[config.mk]
export PLATFORM = sky130hd
export DESIGN_NAME = switch_event_decoder
export DESIGN_NICKNAME = d
export VERILOG_FILES = /design/src/rtl/switch_event_pkg.sv /design/src/rtl/switch_event_latch.sv /design/src/rtl/switch_event_decoder.sv
export SDC_FILE = /design/constraint.sdc
export NUM_CORES = 1
export LEC_CHECK = 0
export ABC_AREA = 1
export BUFFER_PORTS_ARGS = -buffer_cell sky130_fd_sc_hd__clkbuf_2
export CAP_MARGIN = 20
export CORE_ASPECT_RATIO = 0.7
export CORE_MARGIN = 3
export CORE_UTILIZATION = 25
export CTS_CLUSTER_DIAMETER = 50
export DETAILED_ROUTE_END_ITERATION = 12
export PLACE_DENSITY = 0.49
export SETUP_SLACK_MARGIN = 0.3
export SLEW_MARGIN = 10
export SYNTH_ARGS = -nofsm -noshare
export SYNTH_HDL_FRONTEND = slang
export SYNTH_SLANG_ARGS = --single-unit
[constraint.sdc]
create_clock -name clk -period 1.5 [get_ports clk]
set_input_delay 0.3 -clock clk [delete_from_list [all_inputs] [get_ports clk]]
set_output_delay 0.3 -clock clk [all_outputs]
set_load 0.005 [all_outputs]
[src/rtl/switch_event_pkg.sv]
// -----------------------------------------------------------------------------
// switch_event_pkg
// Shared definitions for the switch event decoder:
//   - state_t   : decoder FSM states (IDLE, SHORT, LONG)
//   - EV_*      : event codes stored in the event register
//   - max_u32   : helper used to size the counter bound check
// -----------------------------------------------------------------------------
package switch_event_pkg;

    typedef enum logic [1:0] {
        IDLE  = 2'd0,
        SHORT = 2'd1,
        LONG  = 2'd2
    } state_t;

    localparam logic [1:0] EV_SHORT  = 2'd0;
    localparam logic [1:0] EV_LONG   = 2'd1;
    localparam logic [1:0] EV_REPEAT = 2'd2;

    function automatic logic [31:0] max_u32(input logic [31:0] a, input logic [31:0] b);
        return (a > b) ? a : b;
    endfunction

endpackage

[src/rtl/switch_event_latch.sv]
// -----------------------------------------------------------------------------
// switch_event_latch
// Single-entry event register polled by slow bus-side logic.
// Ports:
//   clk, reset        : clock, synchronous active-high reset
//   short_ev          : short-press strobe (loads EV_SHORT)
//   long_ev           : long-press strobe (loads EV_LONG)
//   repeat_ev         : auto-repeat strobe (loads EV_REPEAT)
//   event_ack         : consume the pending event
//   event_valid       : an unacknowledged event is held
//   event_code        : type of the held event
//   event_overrun     : sticky, an event replaced an unacknowledged one
// -----------------------------------------------------------------------------
module switch_event_latch
    import switch_event_pkg::*;
(
    input  logic       clk,
    input  logic       reset,
    input  logic       short_ev,
    input  logic       long_ev,
    input  logic       repeat_ev,
    input  logic       event_ack,
    output logic       event_valid,
    output logic [1:0] event_code,
    output logic       event_overrun
);

    logic       new_ev;
    logic [1:0] new_code;

    // The decoder never raises two of these in the same cycle; the priority
    // only exists to keep the mux fully specified.
    always_comb begin
        new_ev = short_ev | long_ev | repeat_ev;
        if (short_ev) begin
            new_code = EV_SHORT;
        end else if (long_ev) begin
            new_code = EV_LONG;
        end else begin
            new_code = EV_REPEAT;
        end
    end

    // A new event always wins the register. An ack arriving in the same
    // cycle counts as consuming the old event, so no overrun is flagged and
    // the flag is cleared as any ack of a valid event would.
    always_ff @(posedge clk) begin
        if (reset) begin
            event_valid   <= 1'b0;
            event_code    <= EV_SHORT;
            event_overrun <= 1'b0;
        end else if (new_ev) begin
            event_code  <= new_code;
            event_valid <= 1'b1;
            if (event_valid && !event_ack) begin
                event_overrun <= 1'b1;
            end else if (event_valid && event_ack) begin
                event_overrun <= 1'b0;
            end
        end else if (event_valid && event_ack) begin
            event_valid   <= 1'b0;
            event_overrun <= 1'b0;
        end
    end

endmodule

[src/rtl/switch_event_decoder.sv]
// -----------------------------------------------------------------------------
// switch_event_decoder
// Turns a debounced switch level into press/release strobes, short/long press
// classification and (optionally) auto-repeat, and latches the classified
// events into a valid/ack event register.
// Optional feature: define SWITCH_EVENT_REPEAT_EN to build the auto-repeat
// logic; without it repeat_strb is tied low and the counter holds in LONG.
// Parameters:
//   LONG_DELAY   : cycles a press must last to count as long (>= 1)
//   REPEAT_DELAY : cycles between repeat events once long (>= 1)
//   ACTIVE_HIGH  : switch level meaning "pressed"
// Ports:
//   clk, reset    : clock, synchronous active-high reset
//   switch_in     : debounced switch level, synchronous to clk
//   press_strb    : one-cycle pulse on press
//   release_strb  : one-cycle pulse on release
//   short_press   : pulse on release of a press shorter than LONG_DELAY
//   long_press    : pulse when a press reaches LONG_DELAY
//   repeat_strb   : pulse every REPEAT_DELAY while long-held
//   held          : FSM is in SHORT or LONG
//   event_valid   : event register holds an unacknowledged event
//   event_code    : 0 short, 1 long, 2 repeat
//   event_overrun : sticky overwrite flag, cleared by ack
//   event_ack     : consume the current event
// -----------------------------------------------------------------------------
module switch_event_decoder
    import switch_event_pkg::*;
#(
    parameter logic [31:0] LONG_DELAY   = 32'h04_00_00_00,
    parameter logic [31:0] REPEAT_DELAY = 32'h01_00_00_00,
    parameter logic        ACTIVE_HIGH  = 1'b1
) (
    input  logic       clk,
    input  logic       reset,
    input  logic       switch_in,
    output logic       press_strb,
    output logic       release_strb,
    output logic       short_press,
    output logic       long_press,
    output logic       repeat_strb,
    output logic       held,
    output logic       event_valid,
    output logic [1:0] event_code,
    output logic       event_overrun,
    input  logic       event_ack
);

    localparam logic [31:0] CNT_LIMIT = max_u32(LONG_DELAY, REPEAT_DELAY);

    logic        sw_q;
    logic        pressed;
    state_t      state;
    state_t      state_next;
    logic [31:0] cnt;
    logic [31:0] cnt_next;
    logic        press_d;
    logic        release_d;
    logic        short_d;
    logic        long_d;

    // Resetting to the released level means a switch held through reset is
    // seen as a fresh press once reset drops.
    always_ff @(posedge clk) begin
        if (reset) begin
            sw_q <= ~ACTIVE_HIGH;
        end else begin
            sw_q <= switch_in;
        end
    end

    assign pressed = (sw_q == ACTIVE_HIGH);

    // State and counter register.
    always_ff @(posedge clk) begin
        if (reset) begin
            state <= IDLE;
            cnt   <= '0;
        end else begin
            state <= state_next;
            cnt   <= cnt_next;
        end
    end

    // Next-state logic. Release is tested first so it beats a long or repeat
    // threshold falling in the same cycle.
    always_comb begin
        state_next = state;
        cnt_next   = cnt;
        case (state)
            IDLE: begin
                cnt_next = '0;
                if (pressed) begin
                    state_next = SHORT;
                end
            end
            SHORT: begin
                if (!pressed) begin
                    state_next = IDLE;
                    cnt_next   = '0;
                end else if (cnt == LONG_DELAY - 32'd1) begin
                    state_next = LONG;
                    cnt_next   = '0;
                end else begin
                    cnt_next = cnt + 32'd1;
                end
            end
            LONG: begin
                if (!pressed) begin
                    state_next = IDLE;
                    cnt_next   = '0;
                end
`ifdef SWITCH_EVENT_REPEAT_EN
                else if (cnt == REPEAT_DELAY - 32'd1) begin
                    cnt_next = '0;
                end else begin
                    cnt_next = cnt + 32'd1;
                end
`endif
            end
            default: begin
                state_next = IDLE;
                cnt_next   = '0;
            end
        endcase
    end

    // Strobe decode, registered below together with the state transition so
    // each strobe lines up with the cycle the new state becomes visible.
    always_comb begin
        press_d   = (state == IDLE) && pressed;
        release_d = (state != IDLE) && !pressed;
        short_d   = (state == SHORT) && !pressed;
        long_d    = (state == SHORT) && pressed && (cnt == LONG_DELAY - 32'd1);
    end

    always_ff @(posedge clk) begin
        if (reset) begin
            press_strb   <= 1'b0;
            release_strb <= 1'b0;
            short_press  <= 1'b0;
            long_press   <= 1'b0;
        end else begin
            press_strb   <= press_d;
            release_strb <= release_d;
            short_press  <= short_d;
            long_press   <= long_d;
        end
    end

`ifdef SWITCH_EVENT_REPEAT_EN
    logic repeat_d;
    logic repeat_q;

    always_comb begin
        repeat_d = (state == LONG) && pressed && (cnt == REPEAT_DELAY - 32'd1);
    end

    always_ff @(posedge clk) begin
        if (reset) begin
            repeat_q <= 1'b0;
        end else begin
            repeat_q <= repeat_d;
        end
    end

    assign repeat_strb = repeat_q;
`else
    assign repeat_strb = 1'b0;
`endif

    assign held = (state != IDLE);

    switch_event_latch u_latch (
        .clk           (clk),
        .reset         (reset),
        .short_ev      (short_press),
        .long_ev       (long_press),
        .repeat_ev     (repeat_strb),
        .event_ack     (event_ack),
        .event_valid   (event_valid),
        .event_code    (event_code),
        .event_overrun (event_overrun)
    );

    // The counter is cleared at every threshold, so it stays below the
    // larger of the two delays.
    cnt_bound_a: assert property (@(posedge clk) disable iff (reset) cnt < CNT_LIMIT);

endmodule

After elaboration in Yosys (flattened, before gate mapping)

Cells that the tools add are included.

Output and inout bits: 10
Input port bits: 4
Flip-flop bits (word level): 43

Reduce and logical (&&, ||, !) cells: 13
Bitwise gates (word level): 1
Add/sub/neg operators: 1
Equality and inequality tests: 6
Mux-type cells: 16

Operator list:

| kind                                                   | count |
|---|---|
| two-way mux 32 bit                                     | 3 |
| case mux 32 bit (2 select lines)                       | 1 |
| adder 32 x 1 -> 32 bit (second input constant)         | 1 |
| equality test 32 x 26 -> 1 bit (second input constant) | 1 |
| two-way mux 2 bit                                      | 6 |
| logical AND 1 bit                                      | 7 |
| case mux 2 bit (3 select lines)                        | 1 |
| two-way mux 1 bit                                      | 5 |
| != test 2 bit (second input constant)                  | 2 |
| nonzero test 2 bit                                     | 2 |
| != test 3 x 2 -> 1 bit (second input constant)         | 1 |
| AND reduction 3 bit                                    | 1 |
| equality test 2 x 1 -> 1 bit (second input constant)   | 1 |
| equality test 2 bit (second input constant)            | 1 |
| logical NOT 1 bit                                      | 2 |
| logical NOT 2 bit                                      | 1 |
| bitwise OR 1 bit                                       | 1 |

Longest topological paths before layout

Gate-level depths: netlist of the first run.

Depth after elaboration: 4
Gate-level depth with buffers: 10
Gate-level depth less buffers: 9

Modules after synthesis

From an unflattened synthesis of the first run, not the netlist that was laid out.

Cells, all modules: 329
Area, all modules: 2192.1 um^2

Modules (own cells, without submodules):

| module               | seq. area each (um^2) | cells an instance | area each (um^2) | instances |
|---|---|---|---|---|
| switch_event_decoder | 780.7                 | 308               | 2039.5           | 1 |
| switch_event_latch   | 80.1                  | 21                | 152.6            | 1 |

Worst setup path before layout of the first run

OpenSTA, ideal clock, no wires.

Kind: reg-to-reg
Start point: reg cnt[1]
End point: reg cnt[24]
Data arrival time: 1325 ps
Setup time: 115 ps
Slack: 60 ps
Stages on the path, launching flop included: 9
Data required time: 1385 ps
Buffers on the path: 0
Cells stage by stage: dfxtp_1 ha_1 nand3_1 nor2_4 nand2_1 nor2_2 a21boi_0 o21ai_0 inv_1

Longest elaborated chain between the ends: 4
Elaborated cells between the ends (all ways): 5

RTL lines:

| item                                                                     | line                                                     | source |
|---|---|---|
| start: declaration                                                       | switch_event_decoder.sv:54                               | `logic [31:0] cnt;` |
| start signal: assignment                                                 | switch_event_decoder.sv:80                               | `cnt <= cnt_next;` |
| adder 32 x 1 -> 32 bit or equality test 32 x 26 -> 1 bit (tied branches) | switch_event_decoder.sv:104, switch_event_decoder.sv:100 |  |
| two-way mux 32 bit *                                                     | switch_event_decoder.sv:100                              | `end else if (cnt == LONG_DELAY - 32'd1) begin` |
| two-way mux 32 bit *                                                     | switch_event_decoder.sv:97                               | `if (!pressed) begin` |
| case mux 32 bit (2 select lines) *                                       | switch_event_decoder.sv:89                               | `case (state)` |

Every way passes the cells marked *; elsewhere a longest branch is shown, timed or not.
A chain may end at the register's enable or synchronous reset.

Final worst setup path of the first run

Start point: reg cnt[1]
End point: reg cnt[16]

The elaborated chain is that of the path after synthesis.

==> results.py, run 1 <==
metrics = {
    "floorplanning": {
        "die_area_sq_um": 10000,
        "rows": 28,
        "core_area_sq_um": 8550,
        "initial_utilization_pct": 25.9,
        "ios": 14,
        "die_x_um": 118,
        "die-height_um": 84.7,
    },
    "sta": {
        "whs_ns": 0.185,
        "finalHoldViolCount": 0,
        "period_share_pct": 103,
        "fin_crit_ns": 1.55,
        "clock.fmax_mhz": 645,
        "drv_slew": 0,
        "finalSetupViolations": 27,
        "skew_ns": 0.00876,
        "worst_slack_ns": -0.0516,
        "setup_tns_ns": -1.02,
        "rsz0062_at_grt": "yes",
    },
    "clock_network": {
        "holdBufCountCts": 0,
        "cts-root-buf": "clkbuf_16",
        "cts_tree": "built",
        "htree_levels": 2,
        "clk_pin_slew_ns": 0.07,
        "cts_buffers": 5,
        "cts_sinks": 43,
        "clockBufferDepth": 2,
        "clock_latency_ns": 0.30,
    },
    "worst_setup_path": {
        "r2r_end": "cnt[16]$_SDFFE_PP0P_",
        "crit_type": "reg -> reg",
        "start_kind": "flop",
        "timing.rr.start": "cnt[1]$_SDFFE_PP0P_",
        "arrival_ns": 1.74,
        "required_ns": 1.69,
        "cp_max_fo": 8,
        "crit_end": "cnt[16]$_SDFFE_PP0P_",
        "reg2regPathDepth": 10,
        "setup.worst_path.end_class": "flop",
        "r2r_setup_slack_ns": -0.05,
        "crit_start": "cnt[1]$_SDFFE_PP0P_",
    },
    "route": {
        "drc": 0,
        "num_vias": 2272,
        "wl_per_cell_um": 13.0,
        "postRouteAntennaNets": 0,
        "drtIter0Drc": 240,
        "wirelength_um": 6820,
        "vias_per_cell": 4.33,
        "drt_first_pass_iters": 4,
    },
    "cells_and_area": {
        "multi_input_area_sq_um": 1380,
        "fill_cells": 951,
        "ff_latch_area_sq_um": 881,
        "syn_to_final_growth_pct": 47.4,
        "nets": 409,
        "drive_gt1_share_pct": 35.1,
        "n_antenna_cell": 0,
        "stdcell_count": 525,
    },
    "worst_hold_path": {
        "min_from": "switch_in",
        "hold_path_class": "in -> reg",
    },
    "global_routing": {
        "grt_pass1_wl_um": 11100,
        "grt.overflow.total": 0,
        "track_usage_pct": 14.4,
        "antenna_found_initial": 0,
        "grt_pass1_vias": 2141,
        "grt_max_degree": 15,
    },
    "placed_design": {
        "numPortBuffers": 12,
        "pre_cts_slack_ns": -0.0902,
        "dpl.cell_count": 505,
        "dp.final_hpwl_um": 5020,
        "place_congestion": 0.900,
    },
    "pwr": {
        "leakagePower_uw": 0.00125,
        "ir_drop_v": 0.000419,
        "p_per_area_nw_per_um2": 706,
        "finalPower_uw": 2300,
    },
    "synth": {
        "ys_warn_count": 0,
        "syn_nets": 339,
        "avgSynthCellArea_sq_um": 6.63,
        "ys_seq_area_share_pct": 38.9,
        "synth.distinct_cells": 33,
        "synth_area_sq_um": 2210,
        "ys_ff_latch": 43,
        "netlist_instances": 334,
    },
    "job": {
        "maxCapViolCount": 0,
    },
    "status": {
        "status": "finished, violations left",
        "violations": "negative setup slack",
    },
}
## metal layers
metal | vias to the layer above | GRT usage, % | routed length [um] | share of wire [%]
met5 | - | 0 | 0 | 0
met4 | 0 | 4.10 | 82 | 1.2
met2 | 38 | 20.1 | 2680 | 39
met3 | 7 | 3.23 | 403 | 5.9
met1 | 1042 | 21.9 | 3660 | 54
li1 | 1185 | - | - | -
## what timing repair did
action,CTS,global route
cloned,1,0
hold endpoints to repair,0,0
setup endpoints to repair,36,36
resized for setup,41,28
setup buffers,8,3
pin swaps,18,11
## area by class of cell
type                       instances  share of cell area, %
clock buffer                       5                   3.83
clock inverter                     3                  0.613
inverter                          45                   5.56
multi-input combinational        242                   42.3
sequential                        43                   27.0
tap                              120                   4.60
timing repair buffer              66                   15.6
timing repair inverter             1                  0.498
## per-stage QoR
stage | cell area [sq um] | util [%]
5_1_grt | 3260 | 38.2
3_5_place_dp | 2770 | 32.4
6_report | 3260 | 38.2
4_1_cts | 3130 | 36.6
2_1_floorplan | 2260 | -
3_3_place_gp | 2770 | 32.4
## power breakdown
| part | internal (uW) | switching, uW |
|---|---|---|
| registers | 1140 | 5.75 |
| logic | 22.1 | 35.7 |
| clock network | 614 | 485 |
| total | 1780 | 527 |
## worst max-delay path, stage by stage (launching register included)
cell and delay [ns]:
dfxtp_4 0.37, ha_4 0.15, nand3_4 0.06, nor2_4 0.17, buf_12 0.12, buf_12 0.09
nand3_4 0.09, nand2_4 0.11, nand2_8 0.10, clkinv_8 0.13, nor2_2 0.04
## synthesized netlist by cell type
cell type | n | area [sq um]
nor2_2 | 4 | 25.0
clkbuf_1 | 1 | 3.75
nand4_1 | 7 | 43.8
nand3_1 | 27 | 135
nor3_1 | 8 | 40.0
nand2_1 | 80 | 300
o21ai_0 | 7 | 35.0
nor4_1 | 1 | 6.26
a21boi_0 | 1 | 7.51
nor2_1 | 74 | 278
clkinv_4 | 1 | 8.76
xnor2_1 | 4 | 35.0
buf_2 | 1 | 5.00
a211oi_1 | 1 | 7.51
mux2i_1 | 1 | 10.0
a21oi_4 | 1 | 16.3
buf_4 | 1 | 7.51
xor2_1 | 6 | 52.6
nand3_4 | 1 | 17.5
buf_8 | 1 | 15.0
nand2_2 | 3 | 18.8
o22ai_1 | 1 | 6.26
nor2_4 | 2 | 22.5
o221ai_1 | 1 | 8.76
nand2_4 | 1 | 11.3
nor3b_1 | 1 | 7.51
nand3b_1 | 2 | 15.0
dfxtp_1 | 43 | 861
ha_1 | 1 | 12.5
a22oi_1 | 1 | 7.51
inv_1 | 44 | 165
a21oi_1 | 5 | 25.0
conb_1 | 1 | 3.75
## worst min-delay path by stage
stage	end	slack [ns]	cells after the start
finish	pressed$_SDFF_PP0_	0.18	3
global route	flop	0.21	2
CTS	pressed$_SDFF_PP0_	0.19	3
detailed placement	u_latch.event_code[0]$_SDFFE_PP0N_	0.44	1
global placement	u_latch.event_code[1]$_SDFFE_PP0N_	0.44	2
floorplan	flop	0.40	1
## state kept, by name (all words and copies together), names as in the netlist, named ones only
signal               cells
pressed                  1
release_strb             1
press_strb               1
state                    2
long_press               1
cnt                     32
short_press              1
u_latch.event_valid      1
u_latch.event_code       2
## layout by cell type, fill, tap and decap left out, drive strengths merged, types with 2 or more instances in the layout
cell      instances
inv              44
a21oi             6
clkbuf           17
buf              54
clkinv            3
dfxtp            43
clkinvlp          2
xor2              6
nand3            28
nand2            84
xnor2             4
o21ai             7
nand4             7
nand3b            2
nor3              8
nor2             80
## logic make-up after synthesis
kind of cell | Yosys count | share of synthesized area [%]
xor+xnor | 10 | 3.95
flops | 43 | 38.9
other cells | 1 | 0.169
fa+ha+maj | 1 | 0.565
buf+inv | 49 | 9.27
compound gates | 18 | 5.14
mux | 1 | 0.452
simple gates | 211 | 41.6
(Power assumes the default switching activity.)
==> run 2: changes to the inputs <==
Settings changed: CTS_BUF_LIST from default to sky130_fd_sc_hd__clkbuf_2 sky130_fd_sc_hd__clkbuf_4 sky130_fd_sc_hd__clkbuf_8.
==> run 2 against run 1 <==
  * The run still ends with negative setup slack left
  * Maximum frequency fell by 2.5%
  * Combinational power rose by 10%
  * Register-to-register slack got worse by 0.04 ns
  * Sequential share of layout area fell by 0.36 points
  * Critical path depth fell by 2
  * Non-clock buffer count rose by 1
  * Setup slack got worse by 0.040 ns
  * Count of clock-buffer cells in the layout did not move
  * Wire length rose by 4.0%
  * Clock skew rose by 0.0010 ns
==> results.py, run 2 (same netlist as run 1, synthesis figures left out) <==
metrics = {
    "placed_design": {
        "dp.final_hpwl_um": 5020,
        "numPortBuffers": 12,
        "post_dp_cell_area_sq_um": 2770,
        "place_congestion": 0.900,
    },
    "clock_network": {
        "cts_sinks": 43,
        "holdBufCountCts": 0,
        "clockBufferDepth": 2,
        "cts_tree": "built",
        "clock_latency_ns": 0.31,
        "htree_levels": 2,
        "cts-root-buf": "clkbuf_8",
        "clk_pin_slew_ns": 0.09,
        "cts_buffers": 5,
    },
    "route": {
        "drtIter0Drc": 183,
        "drt_first_pass_iters": 4,
        "postRouteAntennaNets": 0,
        "wl_per_cell_um": 13.5,
        "vias_per_cell": 4.44,
        "num_vias": 2338,
        "drc": 0,
        "wirelength_um": 7100,
    },
    "worst_setup_path": {
        "reg2regPathDepth": 8,
        "required_ns": 1.71,
        "setup.worst_path.end_class": "flop",
        "r2r_setup_slack_ns": -0.09,
        "timing.rr.start": "cnt[0]$_SDFFE_PP0P_",
        "arrival_ns": 1.80,
        "start_kind": "flop",
        "crit_start": "cnt[0]$_SDFFE_PP0P_",
        "r2r_end": "cnt[18]$_SDFFE_PP0P_",
        "crit_type": "reg -> reg",
        "cp_max_fo": 5,
    },
    "global_routing": {
        "track_usage_pct": 14.4,
        "antenna_found_initial": 0,
        "grt_pass1_wl_um": 11000,
        "grt_max_degree": 15,
        "grt.overflow.total": 0,
        "grt_pass1_vias": 2092,
    },
    "floorplanning": {
        "rows": 28,
        "initial_utilization_pct": 25.9,
        "die_area_sq_um": 10000,
        "die-height_um": 84.7,
        "die_x_um": 118,
        "core_area_sq_um": 8550,
        "ios": 14,
    },
    "pwr": {
        "p_per_area_nw_per_um2": 594,
        "finalPower_uw": 1990,
        "ir_drop_v": 0.000384,
        "leakagePower_uw": 0.00126,
    },
    "sta": {
        "setup_tns_ns": -0.700,
        "worst_slack_ns": -0.0914,
        "finalHoldViolCount": 0,
        "whs_ns": 0.163,
        "period_share_pct": 106,
        "skew_ns": 0.00979,
        "clock.fmax_mhz": 628,
        "fin_crit_ns": 1.59,
        "rsz0062_at_grt": "yes",
        "finalSetupViolations": 12,
        "drv_slew": 0,
    },
    "cells_and_area": {
        "reg_top3": "cnt x32, state x2, u_latch.event_code x2",
        "regMostFlops": "cnt",
        "utilization_pct": 39.1,
        "nets": 410,
        "drive_gt1_share_pct": 40.6,
        "final_cell_mix": "72 x nand2_1, 47 x buf_4, 39 x inv_1",
        "n_antenna_cell": 0,
        "final_common_cell": "nand2_1",
        "fin_area_sq_um": 3340,
        "fill_cells": 939,
        "syn_to_final_growth_pct": 50.9,
        "largest_register_ffs": 32,
    },
    "worst_hold_path": {
        "min_from": "switch_in",
        "hold_path_class": "in -> reg",
        "holdPathStages": 3,
        "min_to": "pressed$_SDFF_PP0_",
    },
    "job": {
        "maxCapViolCount": 0,
    },
    "status": {
        "status": "finished, violations left",
        "violations": "negative setup slack",
    },
}
[run 2: cell types whose count changed in the layout (fill, tap and decap cells not counted), sizes merged]
cell,previous run,this run
clkbuf,17,18
[run 2: layout make-up]
class	count	area, sq um	share of cell area (%)
clock buffer	5	68.8	2.06
clock inverter	3	20.0	0.599
inverter	45	181	5.43
multi-input combinational	242	1470	44.1
sequential	43	890	26.6
tap	120	150	4.49
timing repair buffer	67	543	16.2
timing repair inverter	1	16.3	0.487
[run 2: worst max-delay path, stage by stage (launching register included)]
cell and delay [ns]:
dfxtp_4 0.38, ha_4 0.15, nand3_4 0.06, nor2_4 0.17, buf_12 0.13, nand3_4 0.09
a21oi_4 0.25, clkbuf_16 0.22, nor2_4 0.04
[run 2: timing repair]
item,CTS,global route
gates resized for setup,55,54
buffers inserted,7,4
endpoints found under the setup margin,36,36
pin swaps,18,16
cloned,1,1
[run 2: routing by layer]
layer,part of all wire [%],routed length (um),global-route usage (%),vias to the layer above
met2,41,2930,20.3,60
met3,7.8,551,3.23,9
met1,50,3540,21.7,1082
met4,1.2,84,4.10,0
met5,0,0,0,-
li1,-,-,-,1187
[run 2: worst max-delay path by stage]
stage / endpoint / slack [ns] / cells after the start
5_1_grt: cnt[18]$_SDFFE_PP0P_ / -0.16 / 8
3_3_place_gp: cnt[30]$_SDFFE_PP0P_ / -0.08 / 8
6_report: cnt[18]$_SDFFE_PP0P_ / -0.09 / 8
4_1_cts: cnt[30]$_SDFFE_PP0P_ / -0.0006 / 8
3_5_place_dp: cnt[30]$_SDFFE_PP0P_ / -0.09 / 8
2_1_floorplan: cnt[11]$_SDFFE_PP0P_ / 0.12 / 10
[run 2: per-stage QoR]
stage / instances / worst slack [ns]
after floorplan: 334 / 0.116
after global placement: 505 / -0.0775
after detailed placement: 505 / -0.0902
after CTS: 521 / -0.000645
after global routing: 526 / -0.161
final: 526 / -0.0914
[run 2: power breakdown]
part           leakage (uW)  internal [uW]  switching [uW]  total (uW)
combinational      0.000861           24.3            39.2        63.5
clock             0.0000402            325             453         778
sequential         0.000355           1140            6.02        1140
==> run 3: changes to the inputs <==
Settings changed: PLACE_DENSITY 0.49 to 0.48.
Clock period 1.5 ns to 1.71 ns, I/O delays scaled along.
==> run 3 against run 2 <==
  * The run now ends clean
  * Count of clock-buffer cells in the layout is the same
  * Global-route usage shrank 1.3 points
  * Critical path depth shrank 1
  * Power shrank 12%
  * Sequential power shrank 11%
  * Design area shrank 12%
  * Maximum frequency grew 5.3%
  * Critical path type unchanged
==> results.py, run 3 (same netlist as run 1, synthesis figures left out) <==
metrics = {
    "route": {
        "drtIter0Drc": 100,
        "wl_per_cell_um": 12.5,
        "drt_first_pass_iters": 4,
        "postRouteAntennaNets": 0,
        "num_vias": 2172,
        "wirelength_um": 6280,
        "drc": 0,
        "vias_per_cell": 4.31,
    },
    "sta": {
        "skew_ns": 0.0102,
        "drv_slew": 0,
        "finalSetupViolations": 0,
        "setup_tns_ns": 0,
        "period_share_pct": 88.4,
        "rsz0062_at_grt": "yes",
        "fin_crit_ns": 1.51,
        "clock.fmax_mhz": 662,
        "finalHoldViolCount": 0,
    },
    "placed_design": {
        "place_congestion": 0.938,
        "numPortBuffers": 12,
        "dpl.cell_count": 480,
        "dp.final_hpwl_um": 4720,
    },
    "floorplanning": {
        "core_area_sq_um": 8550,
        "die-height_um": 84.7,
        "die_area_sq_um": 10000,
        "ios": 14,
        "initial_utilization_pct": 25.9,
        "die_x_um": 118,
        "rows": 28,
    },
    "worst_hold_path": {
        "hold_path_class": "in -> reg",
        "min_from": "switch_in",
        "holdPathStages": 3,
        "min_to": "pressed$_SDFF_PP0_",
    },
    "cells_and_area": {
        "final_cell_mix": "76 x nand2_1, 62 x nor2_1, 42 x inv_1",
        "reg_top3": "cnt x32, state x2, u_latch.event_code x2",
        "stdcell_count": 504,
        "multi_input_area_sq_um": 1280,
        "final_common_cell": "nand2_1",
        "syn_to_final_growth_pct": 32.3,
        "largest_register_ffs": 32,
        "regMostFlops": "cnt",
        "nets": 388,
        "fill_cells": 967,
        "n_antenna_cell": 0,
        "ff_latch_area_sq_um": 888,
        "drive_gt1_share_pct": 28.9,
    },
    "worst_setup_path": {
        "critPathSlowestCell": "dfxtp_4",
        "reg2regPathDepth": 7,
        "r2r_setup_slack_ns": 0.20,
        "setup.worst_path.end_class": "flop",
        "arrival_ns": 1.72,
        "slowest_delay_ns": 0.38,
        "timing.rr.start": "cnt[0]$_SDFFE_PP0P_",
        "crit_type": "reg -> reg",
        "required_ns": 1.92,
        "start_kind": "flop",
        "crit_chain": "ha_4 > nand3_4 > nor2_4 > nand4_1 > buf_4 > xor2_1 > nor2_1",
        "cp_max_fo": 5,
        "r2r_end": "cnt[12]$_SDFFE_PP0P_",
    },
    "clock_network": {
        "clock_latency_ns": 0.31,
        "clk_pin_slew_ns": 0.10,
        "clockBufferDepth": 2,
        "holdBufCountCts": 0,
        "cts-root-buf": "clkbuf_8",
        "cts_tree": "built",
        "htree_levels": 2,
        "cts_sinks": 43,
        "cts_buffers": 5,
    },
    "status": {
        "status": "finished, final reports clean",
    },
    "global_routing": {
        "grt_pass1_wl_um": 10100,
        "track_usage_pct": 13.0,
        "grt.overflow.total": 0,
        "grt_max_degree": 16,
        "antenna_found_initial": 0,
        "grt_pass1_vias": 1947,
    },
    "pwr": {
        "finalPower_uw": 1760,
        "ir_drop_v": 0.000317,
        "leakagePower_uw": 0.00111,
        "p_per_area_nw_per_um2": 599,
    },
    "job": {
        "maxCapViolCount": 0,
    },
}
run 3: cell types whose count changed in the layout (fill, tap and decap cells not counted), sizes merged:
cell	previous run	this run
clkinvlp	2	1
clkinv	3	4
buf	54	33
clkbuf	18	17
run 3: final cells by class:
cell class | instances | share of cell area, %
Multi-Input combinational cell | 242 | 43.6
Inverter | 45 | 6.19
Sequential cell | 43 | 30.3
Clock buffer | 5 | 2.35
Timing Repair inverter | 1 | 0.555
Tap cell | 120 | 5.12
Clock inverter | 3 | 0.854
Timing Repair Buffer | 45 | 11.0
run 3: repair_timing:
action                                  4_1_cts  5_1_grt
cloned                                        1        0
gates resized for setup                      32       23
pin swaps                                    12        7
endpoints found under the setup margin       30       34
buffers inserted                              9        6
run 3: critical path, delay by kind of cell, from the launching register on:
family	cells	cell delay [ns]
adder cells (fa/ha/maj)	1	0.14
XOR/XNOR	1	0.12
buffers and inverters	1	0.23
AND/OR/NAND/NOR	4	0.52
flip-flops	1	0.38
run 3: worst max path at each step:
stage,start,endpoint,depth (start not counted)
floorplan,cnt[13]$_SDFFE_PP0P_,cnt[11]$_SDFFE_PP0P_,10
global placement,cnt[1]$_SDFFE_PP0P_,cnt[30]$_SDFFE_PP0P_,8
detailed placement,cnt[1]$_SDFFE_PP0P_,cnt[30]$_SDFFE_PP0P_,8
CTS,cnt[0]$_SDFFE_PP0P_,cnt[7]$_SDFFE_PP0P_,8
global route,cnt[24]$_SDFFE_PP0P_,cnt[30]$_SDFFE_PP0P_,8
finish,cnt[0]$_SDFFE_PP0P_,cnt[12]$_SDFFE_PP0P_,7
run 3: stage by stage:
step | hold WS, ns | cell area (sq um) | util (%) | setup slack (ns)
2_1_floorplan | 0.440 | 2250 | - | 0.302
3_3_place_gp | 0.433 | 2560 | 30.0 | 0.0669
3_5_place_dp | 0.434 | 2560 | 30.0 | 0.0672
4_1_cts | 0.205 | 2820 | 33.0 | 0.246
5_1_grt | 0.229 | 2930 | 34.3 | 0.122
6_report | 0.212 | 2930 | 34.3 | 0.199
run 3: per-layer routing:
layer	vias to the layer above	GRT usage, %	routed length (um)
met1	980	21.6	3500
met2	48	15.9	2190
met4	0	3.79	51
met5	-	0	0
met3	5	3.10	531
li1	1139	-	-
run 3: report_power, final:
group / total [uW] / leakage (uW) / switching, uW / internal (uW)
Combinational: 41.6 / 0.000713 / 26.7 / 14.9
Sequential: 1010 / 0.000357 / 4.68 / 1000
Clock: 706 / 0.0000443 / 413 / 293
Total: 1760 / 0.00111 / 445 / 1310
